<file path="src/rtl/fpadd_pkg.sv">
// Shared definitions for the sequenced single-precision adder: state encoding,
// field widths and the canned special results.
package fpadd_pkg;
  localparam int EXP_W  = 8;
  localparam int FRAC_W = 23;
  localparam int MANT_W = 27;

  localparam logic [31:0] QNAN = 32'h7FC00000;
  localparam logic [31:0] PINF = 32'h7F800000;

  typedef enum logic [2:0] {
    S_IDLE  = 3'd0,
    S_CMP   = 3'd1,
    S_ALIGN = 3'd2,
    S_ADD   = 3'd3,
    S_NORM  = 3'd4,
    S_ROUND = 3'd5,
    S_DONE  = 3'd6
  } state_t;
endpackage

</file>
<file path="src/rtl/fpadd_seq_if.sv">
// Operand/result handshake bundle for fpadd_seq (issue side master, adder slave).
interface fpadd_seq_if;
  logic        in_valid;
  logic        in_ready;
  logic [31:0] a;
  logic [31:0] b;
  logic        sub;
  logic        out_valid;
  logic        out_ready;
  logic [31:0] res;
  logic        busy;

  modport slave  (input  in_valid, a, b, sub, out_ready,
                  output in_ready, out_valid, res, busy);
  modport master (output in_valid, a, b, sub, out_ready,
                  input  in_ready, out_valid, res, busy);
endinterface

</file>
<file path="src/rtl/fpadd_lzc.sv">
// 28-bit leading-zero counter (28 when the input is all zero); used by the
// single-cycle normalizer.
module fpadd_lzc (
  input  logic [27:0] x_i,
  output logic [4:0]  cnt_o
);
  always_comb begin
    cnt_o = 5'd28;
    for (int i = 0; i < 28; i++)
      if (x_i[i]) cnt_o = 5'(27 - i);
  end
endmodule

</file>
<file path="src/rtl/fpadd_seq.sv">
// Multi-cycle IEEE-754 single add/sub sequencer, one op in flight.
// FPADD_FAST_NORM_EN: single-cycle LZC/barrel normalize instead of 1-bit steps.
module fpadd_seq
  import fpadd_pkg::*;
#(
  parameter int SAT_SHIFT = 27
) (
  input  logic        clk,
  input  logic        rst_n,
  fpadd_seq_if.slave  io
);
  localparam logic [7:0] SAT8 = 8'(SAT_SHIFT);

  state_t              state_q;
  logic [31:0]         a_q, b_q, res_q;
  logic                sign_q, esub_q, in_ready_q, out_valid_q, busy_q;
  logic [9:0]          exp_q;
  logic [7:0]          d_q;
  logic [MANT_W-1:0]   ml_q, ms_q;
  logic [MANT_W:0]     sum_q;

  // Compare/swap; exp==0 operands are flushed to zero before ordering
  logic [EXP_W-1:0]  ea, eb, el, es;
  logic [FRAC_W-1:0] fa, fb, fl, fs;
  logic              a_nan, b_nan, a_inf, b_inf, a_ge, sl, spec;
  assign ea    = a_q[30:23];
  assign eb    = b_q[30:23];
  assign fa    = (ea == '0) ? '0 : a_q[22:0];
  assign fb    = (eb == '0) ? '0 : b_q[22:0];
  assign a_nan = (&ea) & (|fa);
  assign b_nan = (&eb) & (|fb);
  assign a_inf = (&ea) & ~(|fa);
  assign b_inf = (&eb) & ~(|fb);
  assign a_ge  = {ea, fa} >= {eb, fb};
  assign el    = a_ge ? ea : eb;
  assign es    = a_ge ? eb : ea;
  assign fl    = a_ge ? fa : fb;
  assign fs    = a_ge ? fb : fa;
  assign sl    = a_ge ? a_q[31] : b_q[31];
  assign spec  = a_nan | b_nan | a_inf | b_inf;

  logic [7:0]          sh;
  logic [2*MANT_W-1:0] al;
  assign sh = (d_q >= SAT8) ? SAT8 : d_q;
  assign al = {ms_q, {MANT_W{1'b0}}} >> sh;

  // Round-to-nearest-even on G/R/S; mr[24] is the renormalizing carry
  logic        rnd_up;
  logic [24:0] mr;
  logic [9:0]  er;
  assign rnd_up = sum_q[2] & (sum_q[1] | sum_q[0] | sum_q[3]);
  assign mr     = {1'b0, sum_q[26:3]} + {24'b0, rnd_up};
  assign er     = exp_q + {9'b0, mr[24]};

`ifdef FPADD_FAST_NORM_EN
  logic [4:0] lz, lsh;
  fpadd_lzc u_lzc (.x_i(sum_q), .cnt_o(lz));
  assign lsh = lz - 5'd1;
`endif

  always_ff @(posedge clk or negedge rst_n) begin
    if (!rst_n) begin
      state_q <= S_IDLE;  a_q <= '0;  b_q <= '0;  res_q <= '0;
      sign_q <= 1'b0;  esub_q <= 1'b0;  exp_q <= '0;  d_q <= '0;
      ml_q <= '0;  ms_q <= '0;  sum_q <= '0;
      in_ready_q <= 1'b1;  out_valid_q <= 1'b0;  busy_q <= 1'b0;
    end else begin
      case (state_q)
        S_IDLE: if (io.in_valid) begin
          a_q        <= io.a;
          b_q        <= {io.b[31] ^ io.sub, io.b[30:0]};
          in_ready_q <= 1'b0;
          busy_q     <= 1'b1;
          state_q    <= S_CMP;
        end
        S_CMP: begin
          if (spec) begin
            if (a_nan | b_nan | (a_inf & b_inf & (a_q[31] ^ b_q[31]))) res_q <= QNAN;
            else if (a_inf) res_q <= {a_q[31], PINF[30:0]};
            else            res_q <= {b_q[31], PINF[30:0]};
            out_valid_q <= 1'b1;
            state_q     <= S_DONE;
          end else begin
            sign_q  <= sl;
            esub_q  <= a_q[31] ^ b_q[31];
            exp_q   <= {2'b0, el};
            d_q     <= el - es;
            ml_q    <= {el != '0, fl, 3'b0};
            ms_q    <= {es != '0, fs, 3'b0};
            state_q <= S_ALIGN;
          end
        end
        S_ALIGN: begin
          ms_q    <= {al[2*MANT_W-1:MANT_W+1], al[MANT_W] | (|al[MANT_W-1:0])};
          state_q <= S_ADD;
        end
        S_ADD: begin
          sum_q   <= esub_q ? {1'b0, ml_q} - {1'b0, ms_q} : {1'b0, ml_q} + {1'b0, ms_q};
          state_q <= S_NORM;
        end
        S_NORM: begin
          if (sum_q == '0) begin
            sign_q  <= 1'b0;
            exp_q   <= '0;
            state_q <= S_ROUND;
          end else if (sum_q[27]) begin
            sum_q   <= {1'b0, sum_q[27:2], sum_q[1] | sum_q[0]};
            exp_q   <= exp_q + 10'd1;
            state_q <= S_ROUND;
`ifdef FPADD_FAST_NORM_EN
          end else if ({5'b0, lsh} <= exp_q - 10'd1) begin
            sum_q   <= sum_q << lsh;
            exp_q   <= exp_q - {5'b0, lsh};
            state_q <= S_ROUND;
          end else begin
            sum_q   <= '0;
            exp_q   <= '0;
            state_q <= S_ROUND;
          end
`else
          end else if (sum_q[26]) begin
            state_q <= S_ROUND;
          end else if (exp_q == 10'd1) begin
            sum_q   <= '0;
            exp_q   <= '0;
            state_q <= S_ROUND;
          end else begin
            sum_q   <= sum_q << 1;
            exp_q   <= exp_q - 10'd1;
          end
`endif
        end
        S_ROUND: begin
          // A zero sum here is either an exact zero or an underflow flush
          if (sum_q == '0)          res_q <= {sign_q, 31'b0};
          else if (er >= 10'd255)   res_q <= {sign_q, PINF[30:0]};
          else                      res_q <= {sign_q, er[7:0], mr[22:0]};
          out_valid_q <= 1'b1;
          state_q     <= S_DONE;
        end
        S_DONE: if (io.out_ready) begin
          out_valid_q <= 1'b0;
          in_ready_q  <= 1'b1;
          busy_q      <= 1'b0;
          state_q     <= S_IDLE;
        end
        default: state_q <= S_IDLE;
      endcase
    end
  end

  assign io.in_ready  = in_ready_q;
  assign io.out_valid = out_valid_q;
  assign io.res       = res_q;
  assign io.busy      = busy_q;
endmodule

</file>
<file path="src/flat_wrapper.sv">
// flat-port wrapper written by rule: the top's interface ports become plain ports
module fpadd_seq_flat import fpadd_pkg::*;
#(
  parameter int SAT_SHIFT = 27
)
  (clk, rst_n, io_in_valid, io_a, io_b, io_sub, io_out_ready, io_in_ready, io_out_valid, io_res, io_busy);
  fpadd_seq_if io_i ();
  input  logic clk;
  input  logic rst_n;
  input wire logic [$bits(io_i.in_valid)-1:0] io_in_valid;
  input wire logic [$bits(io_i.a)-1:0] io_a;
  input wire logic [$bits(io_i.b)-1:0] io_b;
  input wire logic [$bits(io_i.sub)-1:0] io_sub;
  input wire logic [$bits(io_i.out_ready)-1:0] io_out_ready;
  output wire logic [$bits(io_i.in_ready)-1:0] io_in_ready;
  output wire logic [$bits(io_i.out_valid)-1:0] io_out_valid;
  output wire logic [$bits(io_i.res)-1:0] io_res;
  output wire logic [$bits(io_i.busy)-1:0] io_busy;
  assign io_i.in_valid = io_in_valid;
  assign io_i.a = io_a;
  assign io_i.b = io_b;
  assign io_i.sub = io_sub;
  assign io_i.out_ready = io_out_ready;
  assign io_in_ready = io_i.in_ready;
  assign io_out_valid = io_i.out_valid;
  assign io_res = io_i.res;
  assign io_busy = io_i.busy;
  fpadd_seq #(.SAT_SHIFT(SAT_SHIFT)) u_core (.clk(clk), .rst_n(rst_n), .io(io_i));
endmodule
</file>
<file path="config.mk">
export PLATFORM = sky130hd
export DESIGN_NAME = fpadd_seq_flat
export DESIGN_NICKNAME = d
export VERILOG_FILES = /design/src/rtl/fpadd_pkg.sv /design/src/rtl/fpadd_seq_if.sv /design/src/rtl/fpadd_lzc.sv /design/src/rtl/fpadd_seq.sv /design/src/flat_wrapper.sv
export SDC_FILE = /design/constraint.sdc
export NUM_CORES = 1
export LEC_CHECK = 0
export ABC_CLOCK_PERIOD_IN_PS = 4800
export BUFFER_PORTS_ARGS = -buffer_cell sky130_fd_sc_hd__buf_2
export CELL_PAD_IN_SITES_DETAIL_PLACEMENT = 1
export CELL_PAD_IN_SITES_GLOBAL_PLACEMENT = 1
export CORE_UTILIZATION = 47
export DETAILED_ROUTE_END_ITERATION = 12
export GPL_TIMING_DRIVEN = 0
export HOLD_SLACK_MARGIN = 0.03
export PLACE_DENSITY = 0.78
export SLEW_MARGIN = 30
export SYNTH_ARGS = -nofsm -noshare
export SYNTH_HDL_FRONTEND = slang
export SYNTH_SLANG_ARGS = --single-unit
export TNS_END_PERCENT = 100
</file>
<file path="constraint.sdc">
create_clock -name clk -period 4.8 [get_ports clk]
set_clock_uncertainty 0.15 [all_clocks]
set_input_delay 0.48 -clock clk [delete_from_list [all_inputs] [get_ports clk]]
set_output_delay 0.48 -clock clk [all_outputs]
set_load 0.05 [all_outputs]
</file>
Word-level counts from Yosys, hierarchy flattened --
Cells that the tools add are included.
Storage, ports and cells: output and inout bits 35, bits in registers 201, word-level logic and storage cells 136, input port bits 69
Cells by class: order comparisons 3, shifts and indexed selects 1, equality and inequality tests 16, reductions and logical operators 28, bitwise logic cells 19, add/subtract/negate cells 7, mux-type cells 47
Operators by type and width (count):
- $mux W28 | 4
- $mux W32 | 3
- $mux W23 | 4
- $pmux W32 S2 | 1
- $mux W31 | 2
- $pmux W28 S2 | 1
- $mux W27 | 2
- $pmux W27 S2 | 1
- $shr A54 B8 Y54 | 1
- $mux W10 | 5
- $reduce_or A23 Y1 | 2
- $ge A31 B31 Y1 | 1
- $add A27 B27 Y28 | 1
- $logic_not A28 Y1 | 1
- $sub A27 B27 Y28 | 1
- $reduce_or A27 Y1 | 1
- $add A24 B1 Y25 | 1
- $mux W8 | 3
- $mux W3 | 7
- $pmux W3 S7 | 1
- $pmux W10 S2 | 1
- $reduce_and A3 Y1 | 6
- $logic_not A8 Y1 | 2
- $reduce_and A8 Y1 | 2
- other kinds (27) | 67

Logic depth before layout (Yosys ltp) --
depth in word-level cells 11, gate-level depth with buffers 19, mapped depth without buffers 19

Worst setup path before layout --
OpenSTA, ideal clock, no wires.
path kind reg2reg, from reg u_core.a_q[26], to reg u_core.d_q[6], data arrival time 3.840 ns, stages on the path, launching flop included 16, library setup time 0.135 ns, slack 0.675 ns, cells stage by stage dfrtp_1 nor4_1 nand2_1 clkbuf_1 and2_1 ha_1 a21o_1 a21o_1 a221oi_1 o211ai_2 a21oi_2 mux2_2 o31a_1 o21ai_1 mux2i_1 o311ai_1
Between the ends: cells in the longest elaborated chain, start to end 9
Ends and longest elaborated chain:
- start: declaration | RTL line fpadd_seq.sv:15 | logic [31:0] a_q, b_q, res_q;
- start signal: assignment | RTL line fpadd_seq.sv:70 | a_q <= io.a;
- parallel branches: the longest is 9 deep, another holds $ge A31 B31 Y1
- end signal: assignment | RTL line fpadd_seq.sv:87 | d_q <= el - es;
- end: declaration | RTL line fpadd_seq.sv:18 | logic [7:0] d_q;
Parallel ways; which one is timed is not known. A chain may end at the register's enable or synchronous reset.

Final worst setup path --
from reg u_core.a_q[30], to reg u_core.ms_q[14]
Between the ends: cells in the longest elaborated chain, start to end 9
Ends and longest elaborated chain:
- parallel branches: the longest is 9 deep, another holds $ge A31 B31 Y1
- end signal: assignment | RTL line fpadd_seq.sv:89 | ms_q <= {es != '0, fs, 3'b0};
- end signal: assignment | RTL line fpadd_seq.sv:94 | ms_q <= {al[2*MANT_W-1:MANT_W+1], al[MANT_W] | (|al[MANT_W-1:0])};
- end: declaration | RTL line fpadd_seq.sv:19 | logic [MANT_W-1:0] ml_q, ms_q;
Parallel ways; which one is timed is not known. The select of a mux whose other input is x is not followed.

==> impl_metrics.env <==
export IMPL_register_area_mm2=0.00503
export IMPL_nets=2100
export IMPL_clk_latency_ns=0.56
export IMPL_fmax_mhz=211
export IMPL_placed_cells=2250
export IMPL_cts_made_buffers=25
export IMPL_period_minus_slack_ns=4.73
export IMPL_numClockSinks=201
export IMPL_status="finished, violations left"
export IMPL_yosys_warnings=0
export IMPL_syn_area_mm2=0.0149
export IMPL_route_detailed_drc=3
export IMPL_htreeDepth=1
export IMPL_required_ns=5.06
export IMPL_wl_per_cell_um=24.3
export IMPL_hold_path_class="primary input to register"
export IMPL_start_kind="register"
export IMPL_critical_path_endpoint_type="register"
export IMPL_fill_cells=3643
export IMPL_crit_type="register to register"
export IMPL_start_util_pct=48.2
export IMPL_syn_nets=1905
export IMPL_vias_per_cell=6.26
export IMPL_ys_ff_latch=201
export IMPL_multi_input_area_mm2=0.00918
export IMPL_synth_largest_area_cell="dfrtp_1"
export IMPL_synthDistinctLibCells=84
export IMPL_coreArea_mm2=0.0308
export IMPL_synthFlopType="dfrtp_1"
export IMPL_io_buffers=103
export IMPL_grt_antenna_before_repair=2
export IMPL_hp_start="io_b[18]"
export IMPL_cap_viol_max_count=0
export IMPL_wl_um=57300
export IMPL_drt_iter0_drc=1141
export IMPL_r2r_slack_ns=0.07
export IMPL_clock_path_buffers=3
export IMPL_avgSynthCellArea_um2=8.50
export IMPL_hold_viol_final=0
export IMPL_worst_pin_slew_ns=0.839
export IMPL_drtAntennaViolNets=0
export IMPL_synth_edff_count=0
export IMPL_gp_congestion=0.948
export IMPL_reg2reg_from="u_core.a_q[30]$_DFFE_PN0P_"
export IMPL_die_area_mm2=0.0323
export IMPL_cts_root_buf="clkbuf_16"
export IMPL_grt_max_degree=81
export IMPL_synth_top_area_share_pct=33.7
export IMPL_core_rowCount=64
export IMPL_synthesis_instances=1749
export IMPL_max_slew_margin_pct=43.9
export IMPL_async_reset_ff_share_pct=100
export IMPL_crit_start="u_core.a_q[30]$_DFFE_PN0P_"
export IMPL_layout_drive_gt1_share_pct=14.9
export IMPL_grt_pass1_vias=15700
export IMPL_arrival_ns=4.99
export IMPL_grt_pass1_wl_um=90300
export IMPL_ys_seq_area_share_pct=33.8
export IMPL_ioPinCount=104
export IMPL_vias=14800
export IMPL_path_max_fanout=10
export IMPL_syn_to_final_growth_pct=18.5
export IMPL_dp_hpwl_um=41200
export IMPL_place_area_mm2=0.0159
export IMPL_clkSlewWorstSetupHoldPaths_ns=0.06
export IMPL_setup_violations=0
export IMPL_grt_overflow=0
export IMPL_slew_viol_final=0
export IMPL_drtPass1Iterations=12
export IMPL_cts_tree="yes"
export IMPL_design_area_mm2=0.0176
export IMPL_violations="DRC"
export IMPL_grtUsageTotal_pct=35.3
export IMPL_period_share_pct=98.6
export IMPL_die_h_um=180
export IMPL_ys_top_cells_by_area="dfrtp_1 (34%), ha_1 (7.2%), mux2i_1 (6.3%), nand2_1 (5.7%), o21ai_0 (5.6%)"
export IMPL_dieWidth_um=180
export IMPL_stdcell_count=2360
[metal layers]
metal / vias up / share of wire (%) / global-route usage (%)
li1: 6689 / - / -
met1: 7439 / 42 / 44.8
met2: 508 / 48 / 60.4
met3: 141 / 5.9 / 6.08
met4: 0 / 3.6 / 12.7
met5: - / 0 / 0
[registers in the layout (all words and copies together), names as in the netlist]
register             flops
u_core.esub_q            1
u_core.io.busy           1
u_core.ms_q             27
u_core.sum_q            28
u_core.sign_q            1
u_core.exp_q            10
u_core.state_q           3
u_core.a_q              32
u_core.io.res           32
u_core.io.out_valid      1
u_core.io.in_ready       1
u_core.b_q              32
u_core.ml_q             24
u_core.d_q               8
[cell families (layout without fill, tap and decap cells)]
logic type	count (synthesis)	in the layout	share of synthesized area, %
XOR/XNOR	58	58	3.42
multiplexers	156	156	11.2
AND/OR/NAND/NOR	568	568	18.1
other	0	1	0
AO/OA/AOI/OAI	488	488	20.5
buffers and inverters	191	405	5.50
flip-flops	201	201	33.8
adder cells (fa/ha/maj)	87	87	7.37
[cell type report]
class                      count  area share [%]
multi-input combinational   1357            52.1
sequential                   201            28.6
timing repair buffer         168            6.83
clock buffer                  33            3.78
buffer                       118            3.15
tap                          396            2.81
inverter                      73            1.56
clock inverter                13            1.19
antenna                        1          0.0142
[worst paths after layout]
kind,cells past startpoint,endpoint
min in group asynchronous,2,u_core.ml_q[11]$_DFFE_PN0P_
worst max-delay path,17,u_core.ms_q[14]$_DFFE_PN0P_
max in group asynchronous,4,u_core.io.in_ready$_DFFE_PN1P_
worst min-delay path,2,u_core.b_q[18]$_DFFE_PN0P_
worst min register to register,2,u_core.io.res[20]$_DFFE_PN0P_
worst max register to register,17,u_core.ms_q[14]$_DFFE_PN0P_
[worst max-delay path, cell delays in order (launching register included)]
cell and delay [ns]:
dfrtp_1 0.48, nor4_4 0.43, nand2_2 0.18, clkbuf_2 0.22, and2_1 0.26, ha_1 0.35, nand4_1 0.22, nor4_4 0.37
o211ai_1 0.17, o211ai_2 0.32, a21oi_4 0.11, buf_4 0.20, buf_4 0.20, buf_2 0.21, nand2_1 0.09, o21ai_0 0.11
a22oi_1 0.35, a21oi_1 0.14
[what timing repair did]
item                                    in CTS  in global routing
cloned                                       0                  0
pin swaps                                    1                  2
endpoints found under the setup margin      83                 79
endpoints found under the hold margin      112                  0
hold buffers                                60                  0
buffers inserted                             2                  1
gates resized for setup                     12                 34
[through the flow]
stage / TNS [ns] / setup WS [ns] / util (%) / hold WS, ns
final: 0 / 0.0682 / 57.1 / 0.0513
after global routing: -0.0174 / -0.0118 / 57.1 / 0.0382
after CTS: 0 / 0.0160 / 56.7 / 0.0307
after detailed placement: -18.20 / -0.520 / 51.7 / 0.271
after global placement: -93.67 / -0.456 / 51.5 / 0.309
after floorplan: 0 / 0.675 / - / 0.0344
[Yosys cell counts, types with 6 or more instances]
cell type and count:
o21ai_1 14, and3_1 17, nand4_1 17, o22ai_1 22, xnor2_1 35, ha_1 86
or3_1 9, a31oi_1 34, clkbuf_1 83, or2_2 8, a22oi_1 24, o21ai_0 167
buf_2 14, nand3_1 32, a222oi_1 11, o31ai_1 11, nor3_1 24, mux2_2 61
nor2b_1 37, a221o_1 9, nand2b_1 10, buf_4 7, a21oi_1 97, nor2_1 109
mux2i_1 93, o21bai_1 6, o22a_1 6, a21o_1 14, nor4_1 31, a22o_1 6
and2_1 28, buf_1 7, inv_1 72, o221ai_1 6, xor2_1 23, dfrtp_1 200
nand2_1 227
[placed cells by master, fill, tap and decap left out, types with 23 or more instances in the layout]
master | Yosys | routed
nand2_1 | 227 | 226
dfrtp_1 | 200 | 198
o21ai_0 | 167 | 165
buf_2 | 14 | 117
nor2_1 | 109 | 108
a21oi_1 | 97 | 97
mux2i_1 | 93 | 93
ha_1 | 86 | 86
clkbuf_1 | 83 | 85
inv_1 | 72 | 72
mux2_2 | 61 | 61
dlygate4sd3_1 | 0 | 60
nor2b_1 | 37 | 37
xnor2_1 | 35 | 35
nand3_1 | 32 | 32
a31oi_1 | 34 | 29
nor4_1 | 31 | 28
and2_1 | 28 | 27
clkbuf_16 | 0 | 25
nor3_1 | 24 | 24
xor2_1 | 23 | 23
Power is left out: the tool's default activity adds up to more than one toggle a clock period on the data nets, which glitch-free logic cannot reach.
